==> config.mk <==
export PLATFORM = sky130hd
export DESIGN_NAME = jtdd_rom_slot
export DESIGN_NICKNAME = d
export VERILOG_FILES = /design/src/rtl/jtdd_rom_pkg.sv /design/src/rtl/jtdd_rom_buf.sv /design/src/rtl/jtdd_rom_slot.sv
export SDC_FILE = /design/constraint.sdc
export NUM_CORES = 1
export LEC_CHECK = 0
export ABC_AREA = 1
export ABC_CLOCK_PERIOD_IN_PS = 1750
export CORE_MARGIN = 4
export CORE_UTILIZATION = 48
export CTS_CLUSTER_DIAMETER = 120
export CTS_CLUSTER_SIZE = 12
export DETAILED_ROUTE_END_ITERATION = 6
export PLACE_DENSITY = 0.79
export SLEW_MARGIN = 15
export SYNTH_ARGS = -nofsm -noshare
export SYNTH_HDL_FRONTEND = slang
export SYNTH_SLANG_ARGS = --single-unit
==> constraint.sdc <==
create_clock -name clk -period 1.75 [get_ports clk]
set_input_delay 0.35 -clock clk [delete_from_list [all_inputs] [get_ports clk]]
set_output_delay 0.35 -clock clk [all_outputs]
set_load 0.02 [all_outputs]
==> src/rtl/jtdd_rom_pkg.sv <==
// Shared types and helpers for the character ROM fetch slot.
package jtdd_rom_pkg;

  localparam int unsigned SdramDw = 32;
  localparam int unsigned SdramAw = 22;

  typedef enum logic [1:0] {
    StIdle,
    StReq,
    StWait
  } rom_st_e;

  // Pick one byte out of a 32-bit SDRAM word; byte 0 sits in bits [7:0].
  function automatic logic [7:0] byte_sel(input logic [SdramDw-1:0] word,
                                          input logic [1:0]         sel);
    return word[{sel, 3'b000} +: 8];
  endfunction

endpackage

==> src/rtl/jtdd_rom_buf.sv <==
// One cached SDRAM word: tag, data, valid flag, tag compare and fill port.
// With JTDD_ROM_PREFETCH_EN a second compare port lets the slot ask whether
// a prefetch candidate is already held.
module jtdd_rom_buf
  import jtdd_rom_pkg::*;
#(
  parameter int unsigned TW = 13
) (
  input  logic               clk_i,
  input  logic               rst_ni,
  input  logic               clr_i,
  input  logic               fill_i,
  input  logic [TW-1:0]      fill_tag_i,
  input  logic [SdramDw-1:0] fill_data_i,
  input  logic [TW-1:0]      look_tag_i,
  output logic               hit_o,
  output logic [SdramDw-1:0] data_o
`ifdef JTDD_ROM_PREFETCH_EN
  ,
  input  logic [TW-1:0]      probe_tag_i,
  output logic               probe_hit_o
`endif
);

  logic               valid_q;
  logic [TW-1:0]      tag_q;
  logic [SdramDw-1:0] data_q;

  // Clear drops the contents; a fill overwrites tag and data together.
  always_ff @(posedge clk_i or negedge rst_ni) begin
    if (!rst_ni) begin
      valid_q <= 1'b0;
      tag_q   <= '0;
      data_q  <= '0;
    end else if (clr_i) begin
      valid_q <= 1'b0;
    end else if (fill_i) begin
      valid_q <= 1'b1;
      tag_q   <= fill_tag_i;
      data_q  <= fill_data_i;
    end
  end

  assign hit_o  = valid_q && (tag_q == look_tag_i);
  assign data_o = data_q;

`ifdef JTDD_ROM_PREFETCH_EN
  assign probe_hit_o = valid_q && (tag_q == probe_tag_i);
`endif

endmodule

==> src/rtl/jtdd_rom_slot.sv <==
// Character ROM fetch slot: converts byte addresses into 32-bit SDRAM word
// fetches, caches the word and returns the addressed byte with a valid flag.
// Optional macro JTDD_ROM_PREFETCH_EN adds a second buffer and a tag+1 prefetch.
module jtdd_rom_slot
  import jtdd_rom_pkg::*;
#(
  parameter int unsigned AW     = 15,
  parameter logic [21:0] OFFSET = 22'h0
) (
  input  logic               clk,
  input  logic               rst,
  input  logic               downloading,
  input  logic [AW-1:0]      addr,
  input  logic               addr_ok,
  output logic [7:0]         dout,
  output logic               ok,
  output logic               sdram_req,
  output logic [SdramAw-1:0] sdram_addr,
  input  logic               sdram_ack,
  input  logic               data_rdy,
  input  logic [SdramDw-1:0] data_read
);

  localparam int unsigned TW = AW - 2;

  // Tag t covers two 16-bit SDRAM words starting at OFFSET + 2t.
  function automatic logic [SdramAw-1:0] word_addr(input logic [TW-1:0] t);
    return OFFSET + SdramAw'({t, 1'b0});
  endfunction

  rom_st_e            state_q, state_d;
  logic               req_q, req_d;
  logic [SdramAw-1:0] saddr_q, saddr_d;
  logic [TW-1:0]      ftag_q, ftag_d;
  logic [TW-1:0]      cur_tag;
  logic               fill;
  logic               hit;
  logic [SdramDw-1:0] hit_data;
  logic               ok_q;
  logic [7:0]         dout_q;

  assign cur_tag = addr[AW-1:2];

  // Data is taken in WAIT, or in REQ when ack and data coincide.
  assign fill = data_rdy && !downloading &&
                ((state_q == StWait) || ((state_q == StReq) && sdram_ack));

`ifdef JTDD_ROM_PREFETCH_EN
  logic               hit0, hit1, phit0, phit1, tgt;
  logic [SdramDw-1:0] data0, data1;
  logic               vic_q;
  logic               pf_pend_q, pf_pend_d;
  logic [TW-1:0]      pf_tag_q, pf_tag_d;
  logic               is_pf_q, is_pf_d;

  // Never overwrite the buffer serving the current address; else alternate.
  assign tgt = (hit0 && !hit1) ? 1'b1 : ((hit1 && !hit0) ? 1'b0 : vic_q);

  jtdd_rom_buf #(.TW(TW)) u_buf0 (
    .clk_i      (clk),
    .rst_ni     (rst),
    .clr_i      (downloading),
    .fill_i     (fill && !tgt),
    .fill_tag_i (ftag_q),
    .fill_data_i(data_read),
    .look_tag_i (cur_tag),
    .hit_o      (hit0),
    .data_o     (data0),
    .probe_tag_i(pf_tag_q),
    .probe_hit_o(phit0)
  );

  jtdd_rom_buf #(.TW(TW)) u_buf1 (
    .clk_i      (clk),
    .rst_ni     (rst),
    .clr_i      (downloading),
    .fill_i     (fill && tgt),
    .fill_tag_i (ftag_q),
    .fill_data_i(data_read),
    .look_tag_i (cur_tag),
    .hit_o      (hit1),
    .data_o     (data1),
    .probe_tag_i(pf_tag_q),
    .probe_hit_o(phit1)
  );

  assign hit      = hit0 || hit1;
  assign hit_data = hit1 ? data1 : data0;

  // Prefetch bookkeeping and replacement pointer.
  always_ff @(posedge clk or negedge rst) begin
    if (!rst) begin
      vic_q     <= 1'b0;
      pf_pend_q <= 1'b0;
      pf_tag_q  <= '0;
      is_pf_q   <= 1'b0;
    end else begin
      if (fill) vic_q <= ~tgt;
      pf_pend_q <= pf_pend_d;
      pf_tag_q  <= pf_tag_d;
      is_pf_q   <= is_pf_d;
    end
  end
`else
  jtdd_rom_buf #(.TW(TW)) u_buf0 (
    .clk_i      (clk),
    .rst_ni     (rst),
    .clr_i      (downloading),
    .fill_i     (fill),
    .fill_tag_i (ftag_q),
    .fill_data_i(data_read),
    .look_tag_i (cur_tag),
    .hit_o      (hit),
    .data_o     (hit_data)
  );
`endif

  // Fetch FSM next state: one outstanding request, never aborted except by download.
  always_comb begin
    state_d = state_q;
    req_d   = req_q;
    saddr_d = saddr_q;
    ftag_d  = ftag_q;
`ifdef JTDD_ROM_PREFETCH_EN
    pf_pend_d = pf_pend_q;
    pf_tag_d  = pf_tag_q;
    is_pf_d   = is_pf_q;
    if (fill && !is_pf_q) begin
      pf_pend_d = 1'b1;
      pf_tag_d  = ftag_q + {{(TW-1){1'b0}}, 1'b1};
    end
`endif
    if (downloading) begin
      state_d = StIdle;
      req_d   = 1'b0;
`ifdef JTDD_ROM_PREFETCH_EN
      pf_pend_d = 1'b0;
`endif
    end else begin
      unique case (state_q)
        StIdle: begin
          if (addr_ok && !hit) begin
            ftag_d  = cur_tag;
            saddr_d = word_addr(cur_tag);
            req_d   = 1'b1;
            state_d = StReq;
`ifdef JTDD_ROM_PREFETCH_EN
            is_pf_d = 1'b0;
          end else if (pf_pend_q && addr_ok) begin
            pf_pend_d = 1'b0;
            if (!(phit0 || phit1)) begin
              ftag_d  = pf_tag_q;
              saddr_d = word_addr(pf_tag_q);
              req_d   = 1'b1;
              state_d = StReq;
              is_pf_d = 1'b1;
            end
`endif
          end
        end
        StReq: begin
          if (sdram_ack) begin
            req_d   = 1'b0;
            state_d = data_rdy ? StIdle : StWait;
          end
        end
        StWait: begin
          if (data_rdy) state_d = StIdle;
        end
        default: state_d = StIdle;
      endcase
    end
  end

  // FSM and request registers.
  always_ff @(posedge clk or negedge rst) begin
    if (!rst) begin
      state_q <= StIdle;
      req_q   <= 1'b0;
      saddr_q <= OFFSET;
      ftag_q  <= '0;
    end else begin
      state_q <= state_d;
      req_q   <= req_d;
      saddr_q <= saddr_d;
      ftag_q  <= ftag_d;
    end
  end

  // Registered consumer outputs: one cycle after the address.
  always_ff @(posedge clk or negedge rst) begin
    if (!rst) begin
      ok_q   <= 1'b0;
      dout_q <= 8'h00;
    end else begin
      ok_q   <= addr_ok && hit && !downloading;
      dout_q <= byte_sel(hit_data, addr[1:0]);
    end
  end

  assign ok         = ok_q;
  assign dout       = dout_q;
  assign sdram_req  = req_q;
  assign sdram_addr = saddr_q;

endmodule

Yosys cells after proc, flatten, opt, wreduce, memory -nomap -nowiden. Cells that the tools add are included.

Register bits: 71. Latch bits: 0. Memories: 0. Bits in read-only memories: 0. Output and inout port bits: 32. Bits in writable memories: 0. Input bits: 53.

Add/sub/neg operators: 0. Reductions and logical operators: 17. Divide/modulo/power cells: 0. Mux-type cells: 12. Shift operators: 1. Bitwise logic cells: 1. $mul: 0. $lt $le $gt $ge: 0. Equality and inequality tests: 6.

Operators with widths (number): $shiftx A32 B6 Y8 (1); $eq A13 B13 Y1 (1); $mux W2 (5); $ne A3 B3 Y1 const B (3); $reduce_and A3 Y1 (3); $logic_and A1 B1 Y1 (7); $pmux W2 S3 (1); $mux W1 (5); $reduce_bool A3 Y1 (1); $eq A2 B1 Y1 const B (1); $eq A2 B2 Y1 const B (1); $logic_not A1 Y1 (2); $logic_not A2 Y1 (1); $pmux W1 S2 (1); $reduce_and A2 Y1 (1); $reduce_bool A2 Y1 (1); $logic_or A1 B1 Y1 (1); $not A1 Y1 (1).

Logic depth before layout (Yosys ltp).
Depth after elaboration: 7. Gate-level depth with buffers: 12. Depth with buffers taken out: 12.

Cells and area by module. From an unflattened synthesis, not the netlist that was laid out.

Cell total of the unflattened synthesis: 392. Area, all modules: 3453.3 um^2.

Modules (own cells, without submodules): jtdd_rom_buf (area an instance 2189.6 um^2, cells each 250, times used 1, sequential area each 1151.1 um^2); jtdd_rom_slot (area an instance 1263.7 um^2, cells each 142, times used 1, sequential area each 625.6 um^2).

Worst setup path after synthesis. Ideal clock, no wire load.

Path type: flip-flop to flip-flop. Start: register state_q[1]. End: register u_buf0.data_q[27], in the netlist u_buf0.data_o[27]. Required time: 1.625 ns. Path slack: 0.406 ns. Clock period less this slack: 1.344 ns. Data arrival time: 1.219 ns. Cell stages (with the launch flop): 7. Path buffers: 1. Cells stage by stage: dfrtp_1 nor2_2 nand2_1 nand2_1 nand3_2 buf_6 mux2_4.

Longest elaborated chain between the ends: 5. Elaborated cells on any way between the ends: 6.

RTL lines: from (decl) (RTL line jtdd_rom_slot.sv:31) `rom_st_e state_q, state_d;`; from (signal assigned) (RTL line jtdd_rom_slot.sv:178) `state_q <= StIdle;`; from (signal assigned) (RTL line jtdd_rom_slot.sv:183) `state_q <= state_d;`; $eq A2 B1 Y1 (RTL line jtdd_rom_slot.sv:46) `((state_q == StWait) || ((state_q == StReq) && sdram_ack));`; $logic_and A1 B1 Y1 (RTL line jtdd_rom_slot.sv:46); $logic_or A1 B1 Y1 * (RTL line jtdd_rom_slot.sv:46); $logic_and A1 B1 Y1 * (RTL line jtdd_rom_slot.sv:45) `assign fill = data_rdy && !downloading &&`; $reduce_and A2 Y1 (no source line) *; to (signal assigned) (RTL line jtdd_rom_buf.sv:40) `data_q <= fill_data_i;`; to (decl) (RTL line jtdd_rom_buf.sv:27) `logic [SdramDw-1:0] data_q;`.

Every way passes the cells marked *; elsewhere a longest branch is shown, timed or not. A chain may end at the register's enable or synchronous reset.

==> reports/summary.txt <==
Maxcap violations - 0
Port Buffers - 75
Final Setup Violations - 0
Effective utilization at floorplan - 50.1%
Clock power frac - 25.6%
CTS tree - done
Critical Path AT - 1.35 ns
Later-pin clock latency in the skew report - 0.34 ns
Power Total - 5.51 mW
Most common cell in the netlist - dfrtp_1
Overflow after GRT - 0
Yosys cell types - 22
Worst Setup Path Type - flip-flop to output pin
CP Data Required Time - 1.40 ns
Io pins - 85
Synth Flop Type - dfrtp_1
Fin area - 4360 um^2
Clock skew - 0.00786 ns
Reg clk slew, reported paths - 0.07 ns
Slowest stage delay, CP - 0.62 ns
Achievable Freq - 588 MHz
Wire per inst - 14.4 um
Die Wd - 90.1 um
Die area - 8120 um^2
Number of global-route vias before repair - 2,681
Synth Cell Area - 3240 um^2
Setup WS post-layout - 0.0482 ns
Ratio of cells with drive above 1 in the final layout - 17.4%
Post-CTS Hold Fix Bufs - 0
Initial DRT Pass Iterations - 4
Initial antenna violation count - 0
Combinational share of power - 29.2%
DRT Wirelength - 7.33 mm
Top Family by Delay on Critical Path - buffers and inverters
Top-area cell type share of the netlist area - 54.9%
Synth area leaders - dfrtp_1, mux2_2, nand2_1
Post-Synth XOR/XNOR Area - 0%
Power Dens Cells - 1260 nW/um^2
Area Overhead vs Synth - 34.8%
Die H - 90.1 um
Share of flip-flops with an asynchronous set or reset - 100%
Vias per cell - 5.13
N_diodes - 0
Post-route setup TNS - 0 ns
Switching Fraction - 29.7%
Post-placement worst setup slack - -0.162 ns
Critical-path top delay cell - clkdlybuf4s50_1
Final Critical Period - 1.70 ns
Startpoint type of the worst setup path - flip-flop
Placement Cell Area - 4150 um^2
Clk root buf - clkbuf_8
First-pass GRT wire length - 12.4 mm
Pleak - 2.13 nW
Worst path depth - 1
Register area share after synthesis - 54.9%
Clock sink count - 71
Largest family of logic cells by synthesized area - simple AND/OR/NAND/NOR gates
Post-Synthesis Cells - 331
Crit path buf inv count - 1
Row count - 29
Clk buf depth - 2
Routability Congestion - 0.853
Initial DRC count - 150
Post-DP HPWL - 5.35 mm
Syn Area/Cell - 9.78 um^2
RSZ-0062 raised after global routing - false
Cell Chain, Critical Path - clkdlybuf4s50_1
Post-synthesis simple-gate area fraction - 15.4%
YS warnings - 0
Hold WC Path Type - input pin to asynchronous set/reset pin
CTS Buf Count - 9
Layout fillers - 505
Detailed-route via count - 2,612
Largest net degree at the start of global routing - 72
Reg power frac - 45.3%
Final worst path period share - 97.2%
CP endpoint kind - output pin
Synth Register Bits - 71
Psw - 1.63 mW
Worst-path fanout max - 3
Post-synthesis compound-gate area fraction - 8.97%
Post-synthesis mux area share - 11.9%
Nets@finish - 481
# H-tree levels - 3
Cell internal pwr - 3.87 mW
Worst reg-to-reg path cell count - 8
Final Max Tran Viols - 0
GR Util All Layers - 18.8%
DRT antenna net count - 0
Most frequent cells after synthesis - dfrtp_1, nand2_1, nor2_1
Area leader, netlist - dfrtp_1
Post-Synth Adder-Cell Area - 0%
Remaining DRCs - 0
Status - finished clean
Core area - 6460 um^2
Post-synth EDFFs - 0
Max VDD drop - 0.670 mV
Final number of hold-violating endpoints - 0
[cell families (layout without fill, tap and decap cells)]
logic type	Yosys count	in the layout
AOI/OAI and AO/OA	54	54
buffers and inverters	50	143
DFF	71	71
and+or+nand+nor	122	122
other	1	9
muxes	33	33
[metal layers]
metal / part of all wire, % / vias up / global-route usage [%]
li1: - / 1258 / -
met1: 41 / 1252 / 22.7
met2: 50 / 82 / 31.8
met3: 5.8 / 20 / 4.59
met4: 2.9 / 0 / 8.67
met5: 0 / - / 0
[cell usage in the layout, fill, tap and decap left out, types with 2 or more instances in the layout]
master / netlist / layout
clkdlybuf4s50_1: 0 / 72
dfrtp_1: 71 / 71
nand2_1: 67 / 67
nor2_1: 40 / 40
inv_1: 31 / 31
mux2_2: 29 / 29
o21ai_0: 28 / 28
buf_4: 9 / 19
a21oi_1: 15 / 15
clkbuf_8: 0 / 10
conb_1: 1 / 9
o22ai_1: 8 / 8
mux2_4: 4 / 4
nand4_1: 3 / 3
nor4_1: 3 / 3
nor3_1: 3 / 3
buf_12: 0 / 3
nand3_1: 2 / 2
nand3_2: 2 / 2
o21ai_2: 2 / 2
bufinv_16: 0 / 2
clkinv_2: 0 / 2
dlymetal6s2s_1: 0 / 2
[layout make-up]
type                    count  area, um^2  area share (%)
flip-flops and latches     71        1780            40.7
multi-input cells         218        1210            27.7
repair buffers             97         953            21.9
clock buffers              11         141            3.24
inverters                  31         116            2.67
well taps                  77        96.3            2.21
clock inverters             4        70.1            1.61
[worst paths after layout]
path,start,to,slack [ns]
setup / recovery,ftag_q[10]$_DFFE_PN0P_,sdram_addr[11],0.05
hold / removal,rst,u_buf0.tag_q[12]$_DFFE_PN0P_,0.03
setup reg to reg,state_q[1]$_DFFE_PN0P_,u_buf0.tag_q[1]$_DFFE_PN0P_,0.17
hold reg to reg,sdram_req$_DFFE_PN0P_,sdram_req$_DFFE_PN0P_,0.49
max in group asynchronous,rst,u_buf0.data_o[15]$_DFFE_PN0P_,1.43
min in group clk,sdram_req$_DFFE_PN0P_,sdram_req$_DFFE_PN0P_,0.49
[what timing repair did]
item | CTS | global route
endpoints found under the setup margin | 0 | 2
setup buffers | 0 | 0
endpoints found under the hold margin | 0 | 0
gates resized for setup | 0 | 2
[flip-flops by register name (all words and copies together), names as in the netlist]
register and count:
dout 8, ftag_q 13, ok 1, sdram_req 1, state_q 2, u_buf0.data_o 32, u_buf0.tag_q 13, u_buf0.valid_q 1
[through the flow]
stage	hold WS [ns]	std cells	utilization (%)
6_report	0.0261	509	67.5
3_3_place_gp	0.398	494	64.2
4_1_cts	0.0337	509	67.5
3_5_place_dp	0.407	494	64.2
2_1_floorplan	0.0544	339	-
5_1_grt	0.0532	509	67.5
[worst reg2reg max path, cell delays in order, from the launching register on]
cell,delay [ns]
dfrtp_1,0.45
nor2_2,0.19
nand2_1,0.07
nand2_1,0.08
nand3_2,0.10
buf_4,0.21
buf_4,0.20
nor2_1,0.13
a21oi_1,0.06
[power groups by stage]
stage | Sequential [mW] | Combinational, mW | Clock, mW
floorplan | 2.58 | 0.847 | 0
global placement | 2.49 | 1.55 | 0
detailed placement | 2.52 | 1.61 | 0
CTS | 2.49 | 1.62 | 1.44
global route | 2.56 | 1.78 | 1.51
finish | 2.49 | 1.61 | 1.41
Power figures use the tool's default switching activity.
